**config.mk**
```make
export PLATFORM = sky130hd
export DESIGN_NAME = sbus_mem_slave
export DESIGN_NICKNAME = d
export VERILOG_FILES = /design/src/rtl/sbus_mem_slave.sv
export SDC_FILE = /design/constraint.sdc
export NUM_CORES = 1
export LEC_CHECK = 0
export CAP_MARGIN = 20
export CORE_MARGIN = 1
export CORE_UTILIZATION = 25
export DETAILED_ROUTE_END_ITERATION = 10
export GPL_TIMING_DRIVEN = 0
export PLACE_DENSITY_LB_ADDON = 0.1
export REMOVE_ABC_BUFFERS = 1
export SLEW_MARGIN = 10
export SYNTH_ARGS = -nofsm -noshare
export SYNTH_HDL_FRONTEND = slang
export SYNTH_SLANG_ARGS = --single-unit
export TNS_END_PERCENT = 20
```
**constraint.sdc**
```tcl
create_clock -name clk -period 4.4 [get_ports clk]
set_input_delay 0.88 -clock clk [delete_from_list [all_inputs] [get_ports clk]]
set_output_delay 0.88 -clock clk [all_outputs]
set_load 0.005 [all_outputs]
```
**src/rtl/sbus_mem_slave.sv**
```systemverilog
// Simple-bus memory slave: captures one request, waits LATENCY cycles, issues one memory access.
// Define SBUS_SLAVE_ERR_EN to flag misaligned / illegal-size requests instead of performing them.
module sbus_mem_slave #(
   parameter int unsigned LATENCY = 2
) (
   input  logic        clk,
   input  logic        rst,
   input  logic        en,
   input  logic        we,
   input  logic [1:0]  size,
   input  logic [31:0] addr,
   input  logic [31:0] data_w,
   output logic        stall,
   output logic [31:0] data_r,
   output logic        error,
   output logic        mem_en,
   output logic [3:0]  mem_we,
   output logic [29:0] mem_addr,
   output logic [31:0] mem_wdata,
   input  logic [31:0] mem_rdata
);

   localparam logic [3:0] LAT = 4'(LATENCY);

   typedef enum logic [1:0] {IDLE, WAIT, ACCESS, DONE} state_t;

   state_t      state;
   logic [3:0]  cnt;
   logic        cap_we;
   logic [1:0]  cap_size;
   logic [31:0] cap_addr;
   logic [31:0] cap_data;

   logic        sel_we;
   logic [1:0]  sel_size;
   logic [31:0] sel_addr;
   logic [31:0] sel_data;
   logic [3:0]  sel_be;
   logic        sel_err;

   // In IDLE the live bus request is decoded so a zero-latency access can launch
   // straight from capture; afterwards only the captured copy matters.
   always_comb begin
      sel_we   = cap_we;
      sel_size = cap_size;
      sel_addr = cap_addr;
      sel_data = cap_data;
      if (state == IDLE) begin
         sel_we   = we;
         sel_size = size;
         sel_addr = addr;
         sel_data = data_w;
      end
      case (sel_size)
         2'd0:    sel_be = 4'b0001 << sel_addr[1:0];
         2'd1:    sel_be = 4'b0011 << {sel_addr[1], 1'b0};
         default: sel_be = 4'b1111;
      endcase
`ifdef SBUS_SLAVE_ERR_EN
      sel_err = (sel_size == 2'd3)
             || (sel_size == 2'd1 && sel_addr[0])
             || (sel_size == 2'd2 && sel_addr[1:0] != 2'b00);
`else
      sel_err = 1'b0;
`endif
   end

   assign stall = (state == IDLE && en) || state == WAIT || state == ACCESS;

   // Single FSM; memory strobes and error are registered so they line up with ACCESS/DONE.
   always_ff @(posedge clk) begin
      if (!rst) begin
         state     <= IDLE;
         cnt       <= 4'd0;
         cap_we    <= 1'b0;
         cap_size  <= 2'd0;
         cap_addr  <= 32'd0;
         cap_data  <= 32'd0;
         error     <= 1'b0;
         data_r    <= 32'd0;
         mem_en    <= 1'b0;
         mem_we    <= 4'b0000;
         mem_addr  <= 30'd0;
         mem_wdata <= 32'd0;
      end else begin
         mem_en <= 1'b0;
         mem_we <= 4'b0000;
         error  <= 1'b0;
         case (state)
            IDLE: begin
               if (en) begin
                  cap_we   <= we;
                  cap_size <= size;
                  cap_addr <= addr;
                  cap_data <= data_w;
                  if (LAT != 4'd0) begin
                     state <= WAIT;
                     cnt   <= LAT;
                  end else if (sel_err) begin
                     state <= DONE;
                     error <= 1'b1;
                  end else begin
                     state     <= ACCESS;
                     mem_en    <= 1'b1;
                     mem_we    <= sel_we ? sel_be : 4'b0000;
                     mem_addr  <= sel_addr[31:2];
                     mem_wdata <= sel_data;
                  end
               end
            end
            WAIT: begin
               cnt <= cnt - 4'd1;
               if (cnt == 4'd1) begin
                  if (sel_err) begin
                     state <= DONE;
                     error <= 1'b1;
                  end else begin
                     state     <= ACCESS;
                     mem_en    <= 1'b1;
                     mem_we    <= sel_we ? sel_be : 4'b0000;
                     mem_addr  <= sel_addr[31:2];
                     mem_wdata <= sel_data;
                  end
               end
            end
            ACCESS: begin
               state <= DONE;
            end
            DONE: begin
               state <= IDLE;
               if (!sel_we && !sel_err)
                  data_r <= mem_rdata;
            end
            default: state <= IDLE;
         endcase
      end
   end

endmodule

```
# [After elaboration in Yosys (flattened, before gate mapping)]
# Index checks and enable logic that the tools add are counted.
[classes] n_addsub=1 multipliers=0 n_div=0 order_cmp=0 eq_ne=7 n_shift=2 n_mux=10 n_bitwise=1 reduce_logical=13
[op_table] cell="$mux W32" count=1
[op_table] cell="$pmux W4 S2" count=2
[op_table] cell="$reduce_and A2 Y1" count=6
[op_table] cell="$pmux W2 S4" count=1
[op_table] cell="$mux W2" count=3
[op_table] cell="$eq A2 B1 Y1 const B" count=2
[op_table] cell="$eq A2 B2 Y1 const B" count=2
[op_table] cell="$eq A4 B1 Y1 const B" count=1
[op_table] cell="$logic_not A2 Y1" count=2
[op_table] cell="$mux W4" count=1
[op_table] cell="$reduce_and A4 Y1" count=1
[op_table] cell="$shl A1 B2 Y4 const A" count=1
[op_table] cell="$shl A2 B2 Y4 const A" count=1
[op_table] cell="$sub A4 B1 Y4 const B" count=1
[op_table] cell="$logic_or A1 B1 Y1" count=2
[op_table] cell="$mux W1" count=2
[op_table] cell="$ne A2 B1 Y1 const B" count=1
[op_table] cell="$ne A2 B2 Y1 const B" count=1
[op_table] cell="$reduce_bool A2 Y1" count=1
[op_table] cell="$logic_and A1 B1 Y1" count=1
[op_table] cell="$not A1 Y1" count=1
[totals] reg_bits=172 latch_bits=0 ram_bits=0 mem_bits_ro=0 in_bits=102 output_inout_bits=101 wordCells=45 n_memories=0

# [Logic depth before layout (Yosys ltp)]
# Gate-level depths: netlist (run 1).
[depth] ltp_word=4 depth_mapped=9 depth_no_buf=5

# [Least setup slack after synthesis (run 1)]
# OpenSTA, ideal clock, no wires.
[synth_path] path_type="input to output" start="input port en" end="output port stall" arrival_ns=1.606 slack_ns=1.914 path_stages=4 path_cell_list="and2_1 -> buf_2 -> buf_4 -> or3_1"
[synth_between] elab_chain_cells=3
[synth_rtl] item="from (decl)" line_no="8" rtl="input logic en,"
[synth_rtl] item="$logic_and A1 B1 Y1" line_no="68" rtl="assign stall = (state == IDLE && en) || state == WAIT || state == ACCESS;"
[synth_rtl] item="$logic_or A1 B1 Y1 (2 in a row)" line_no="68"
[synth_rtl] item="to (decl)" line_no="13" rtl="output logic stall,"
# No other way between the ends.

# [Worst setup path in the final report (run 1)]
[layout_path] start="register state[0]" end="output port stall"
[layout_between] elab_chain_cells=4 word_cells_on_any_way=6 cone_classes="eq/ne: 2; reduce/logical: 4"
[layout_rtl] item="from (decl)" line_no="27" rtl="state_t state;"
[layout_rtl] item="from (signal assigned)" line_no="73" rtl="state <= IDLE;"
[layout_rtl] item="from (signal assigned)" line_no="97" rtl="state <= WAIT;"
[layout_rtl] item="from (signal assigned)" line_no="100" rtl="state <= DONE;"
[layout_rtl] item="$logic_not A2 Y1" line_no="68"
[layout_rtl] item="$logic_and A1 B1 Y1" line_no="68"
[layout_rtl] item="$logic_or A1 B1 Y1" line_no="68"
[layout_rtl] item="$logic_or A1 B1 Y1 (*)" line_no="68"
# Mark *: on every way between the ends. The rest lies on a longest branch, timed or not.

==> results of run 1 <==
-- cell families (layout without fill, tap and decap cells) --
| family | count (synthesis) | count (layout) | share of synthesized area (%) |
|---|---|---|---|
| compound gates | 146 | 146 | 16.5 |
| fa+ha+maj | 6 | 6 | 1.07 |
| buf+inv | 67 | 243 | 5.48 |
| flops | 172 | 172 | 49.2 |
| mux | 66 | 66 | 9.43 |
| other cells | 1 | 1 | 0.0535 |
| simple gates | 323 | 323 | 18.3 |
-- per-stage QoR --
stage | utilization [%] | cells | setup TNS (ns) | setup slack, ns
after floorplan | - | 718 | 0 | 0.239
after global placement | 33.4 | 1291 | -449.41 | -3.56
after detailed placement | 34.1 | 1297 | 0 | 1.07
after CTS | 36.2 | 1329 | 0 | 0.819
after global routing | 36.2 | 1329 | 0 | 0.805
final | 36.2 | 1329 | 0 | 0.960
-- per-layer routing --
| metal | GRT usage (%) | up-vias | routed length, um |
|---|---|---|---|
| li1 | - | 2911 | - |
| met5 | 0 | - | 0 |
| met3 | 3.61 | 9 | 1000 |
| met1 | 17.0 | 2622 | 8960 |
| met4 | 4.11 | 0 | 182 |
| met2 | 20.0 | 121 | 8380 |
-- cell type report --
type,count,area [um^2],area share (%)
clock buffer,19,443,4.49
clock inverter,13,124,1.26
inverter,4,15.0,0.152
multi-input combinational,542,3210,32.5
sequential,172,3440,34.9
tap,372,465,4.72
timing repair buffer,207,2170,22.0
-- cells in the final DEF, fill, tap and decap left out, drive strengths merged, types with 4 or more instances in the layout --
master,count
a21boi,101
buf,7
clkbuf,19
clkdlybuf4s50,200
dfxtp,172
ha,6
inv,14
mux2i,66
nand2,298
nand3,5
nor2b,5
o211a,31
o21ai,4
-- path summary, 6_finish.rpt --
check / startpoint / end / slack (ns) / cells past startpoint
worst max-delay path: state[0] / stall / 0.96 / 5
worst max register to register: state[0] / data_r[6] / 1.95 / 6
worst min-delay path: cap_data[3] / mem_wdata[3] / 0.45 / 2
worst min register to register: cap_data[3] / mem_wdata[3] / 0.45 / 2
-- power by group through the flow --
stage / clock (mW) / combinational [mW] / sequential [mW]
6_report: 1.48 / 1.19 / 1.83
5_1_grt: 1.61 / 1.33 / 1.85
4_1_cts: 1.55 / 1.23 / 1.83
3_5_place_dp: 0 / 1.23 / 1.87
3_3_place_gp: 0 / 1.24 / 1.87
2_1_floorplan: 0 / 0.712 / 1.85
-- sequential cells by signal, indices dropped and copies added (netlist names) --
register / flops
cap_size: 2
mem_addr: 30
mem_en: 1
data_r: 32
state: 2
cnt: 4
cap_we: 1
cap_data: 32
cap_addr: 32
mem_wdata: 32
mem_we: 4
-- worst max-delay path: stages, from the launching register on --
cell,delay [ns]
sky130_fd_sc_hd__dfxtp_1,0.34
sky130_fd_sc_hd__inv_1,0.13
sky130_fd_sc_hd__ha_4,0.64
sky130_fd_sc_hd__and2_4,0.38
sky130_fd_sc_hd__or3_1,0.13
sky130_fd_sc_hd__clkdlybuf4s50_1,0.51
==> impl_summary.md, run 1 <==
Floorplanning
The die outline height is 169 um. The initial core utilization is 25.7%. The number of rows created at floorplan is 60. The number of top-level design ports is 203. The die is 169 um wide.

The placeable core area is 0.0273 mm^2. The die covers 0.0287 mm^2.

Pwr
The total net switching power is 1.44 mW. Per report_power, the combinational group accounts for 26.4% of the total. The switching fraction of total power is 32.0%. The worst-case IR drop observed on VDD is 231 uV. Sequential cells account for 40.7% of the total power. The total power draw is 4.50 mW. For this design the ratio of total power to cell area is 456 mW/mm^2. Per report_power, the clock group accounts for 32.9% of the total. The internal portion of the total power is 3.06 mW. The leakage power of the design is 3.92 nW.

Setup path
The critical path launch point type is a flop. The critical path is of the flop to output pin type. The worst endpoint required time is 3.52 ns.

The worst path arrival time is 2.56 ns. In this run the worst path has a maximum fanout of 42. STA classifies the critical path endpoint as an output pin.

Timing
The final critical path takes up 78.2% of the cycle. The worst hold margin is 0.449 ns. Counting I/O delays and the setup requirement, the final critical path takes 3.44 ns.

Setup repair after global routing left no endpoint under its margin. Static timing analysis puts the maximum clock frequency at 291 MHz. The slew at the pin closest to its max-slew limit is 0.776 ns. The count of endpoints failing setup in the final report is 0. The count of final hold-check violations is 0. The clock arrives with 0.0121 ns of skew. The number of slew-limit violations in the final report was 0.

The headroom to the max-slew limit is 48.3%.

Worst hold path
The type of the tightest min-delay check is flop to flop.

Placed design
Routability-driven placement finished with a final weighted congestion of 0.696. The total half-perimeter wirelength after legalization and detailed placement is 11600 um. The count of buffers added on input and output ports is 201. After detailed placement, the total cell area comes to 0.00930 mm^2.

Synthesis
The count of unique library cells instantiated by Yosys is 33. The total of warnings raised by yosys is 0. Counting flops with an async set or reset pin after synthesis yields a share of 0%.

The share of the Yosys chip area taken by registers is 49.2%. Sorting the synthesized cells by area gives the leading types as sky130_fd_sc_hd__dfxtp_1 (49%), sky130_fd_sc_hd__nand2_1 (16%), sky130_fd_sc_hd__a21boi_0 (9.4%). The area of the mapped netlist is 0.00700 mm^2. The number of instances in the synthesized netlist is 781. The cell accounting for the most synthesized area is sky130_fd_sc_hd__dfxtp_1. Averaged over all synthesized cells, the footprint is 8.97 um^2.

The number of synthesized register bits is 172. The most instantiated library cell after synthesis is sky130_fd_sc_hd__nand2_1. After synthesis, the largest area contributor takes up 49.2% of total cell area.

For this run, the leading register cell type out of synthesis is sky130_fd_sc_hd__dfxtp_1. The synthesized design contains 0 enable-type register cells. In the synthesized netlist, the cells that appear most often are sky130_fd_sc_hd__nand2_1 (298), sky130_fd_sc_hd__dfxtp_1 (172), sky130_fd_sc_hd__a21boi_0 (88).

Layout
In the final layout, the share of cells above drive strength 1 is 4.60%. The number of diodes added for antenna fixing is 0. The number of inserted filler cells in the final layout is 2842. The area added between synthesis and finish is 40.9%. For this run, the post-layout net count is 1052. After routing the design area is 0.00987 mm^2.

Clock network
The number of buffers added to fix hold violations after cts is 0. TritonCTS built the clock tree. Clock-pin slew was measured on the worst setup and hold paths at 0.08 ns. CTS saw 172 sinks.

The clock tree root buffer cell is sky130_fd_sc_hd__clkbuf_16. The number of CTS-inserted buffers is 17. The post-CTS setup buffer count is 0. The maximum level of the CTS H-tree is 4. At the later pin of the worst-skew pair, clock insertion delay measures 0.43 ns.

In this run the deepest clock path goes through 2 buffers. Once the clock tree was built, the resizer swapped 0 gates to a different size.

Detailed routing
The wire length per cell after detailed routing is 13.9 um. The remaining routing DRC violations is 0. The routed wire length is 18500 um. The number of optimization iterations in the first detailed-route pass is 4. The via density per instance is 4.26. The number of antenna-violating nets in the routed design is 0. The detailed router finished its first iteration with 262 violations. The detailed-route via count is 5663.

GRT
The sum of overflow across all layers after global routing is 0. In the global route stage, overall resource usage came out at 12.8%. The number of antenna violations at the first check in global routing is 0.

The global-route wire length before repair is 28900 um. The number of global-route vias before repair is 5279. The maximum number of pins on one net before global-route repair is 129.

Run status
The flow ran to the end, and the final reports show no timing, DRC or antenna violations.

Flow run
The number of violations of the max-capacitance limit is 0.
Note: power is estimated with default switching activity, not from simulation.
==> inputs of run 2 (changes only) <==
clock period = 3.4 ns   (was 4.4 ns; I/O delays follow)
==> results of run 2 <==
Same layout as run 1 (identical final DEF). Status: completed.
Among the figures that moved: setup slack after placement 1.07 ns -> 0.471 ns; setup slack after layout 0.960 ns -> 0.160 ns; register-to-register setup slack 1.95 ns -> 0.95 ns; total power 4.50 mW -> 5.82 mW; worst IR drop on VDD 231 uV -> 299 uV
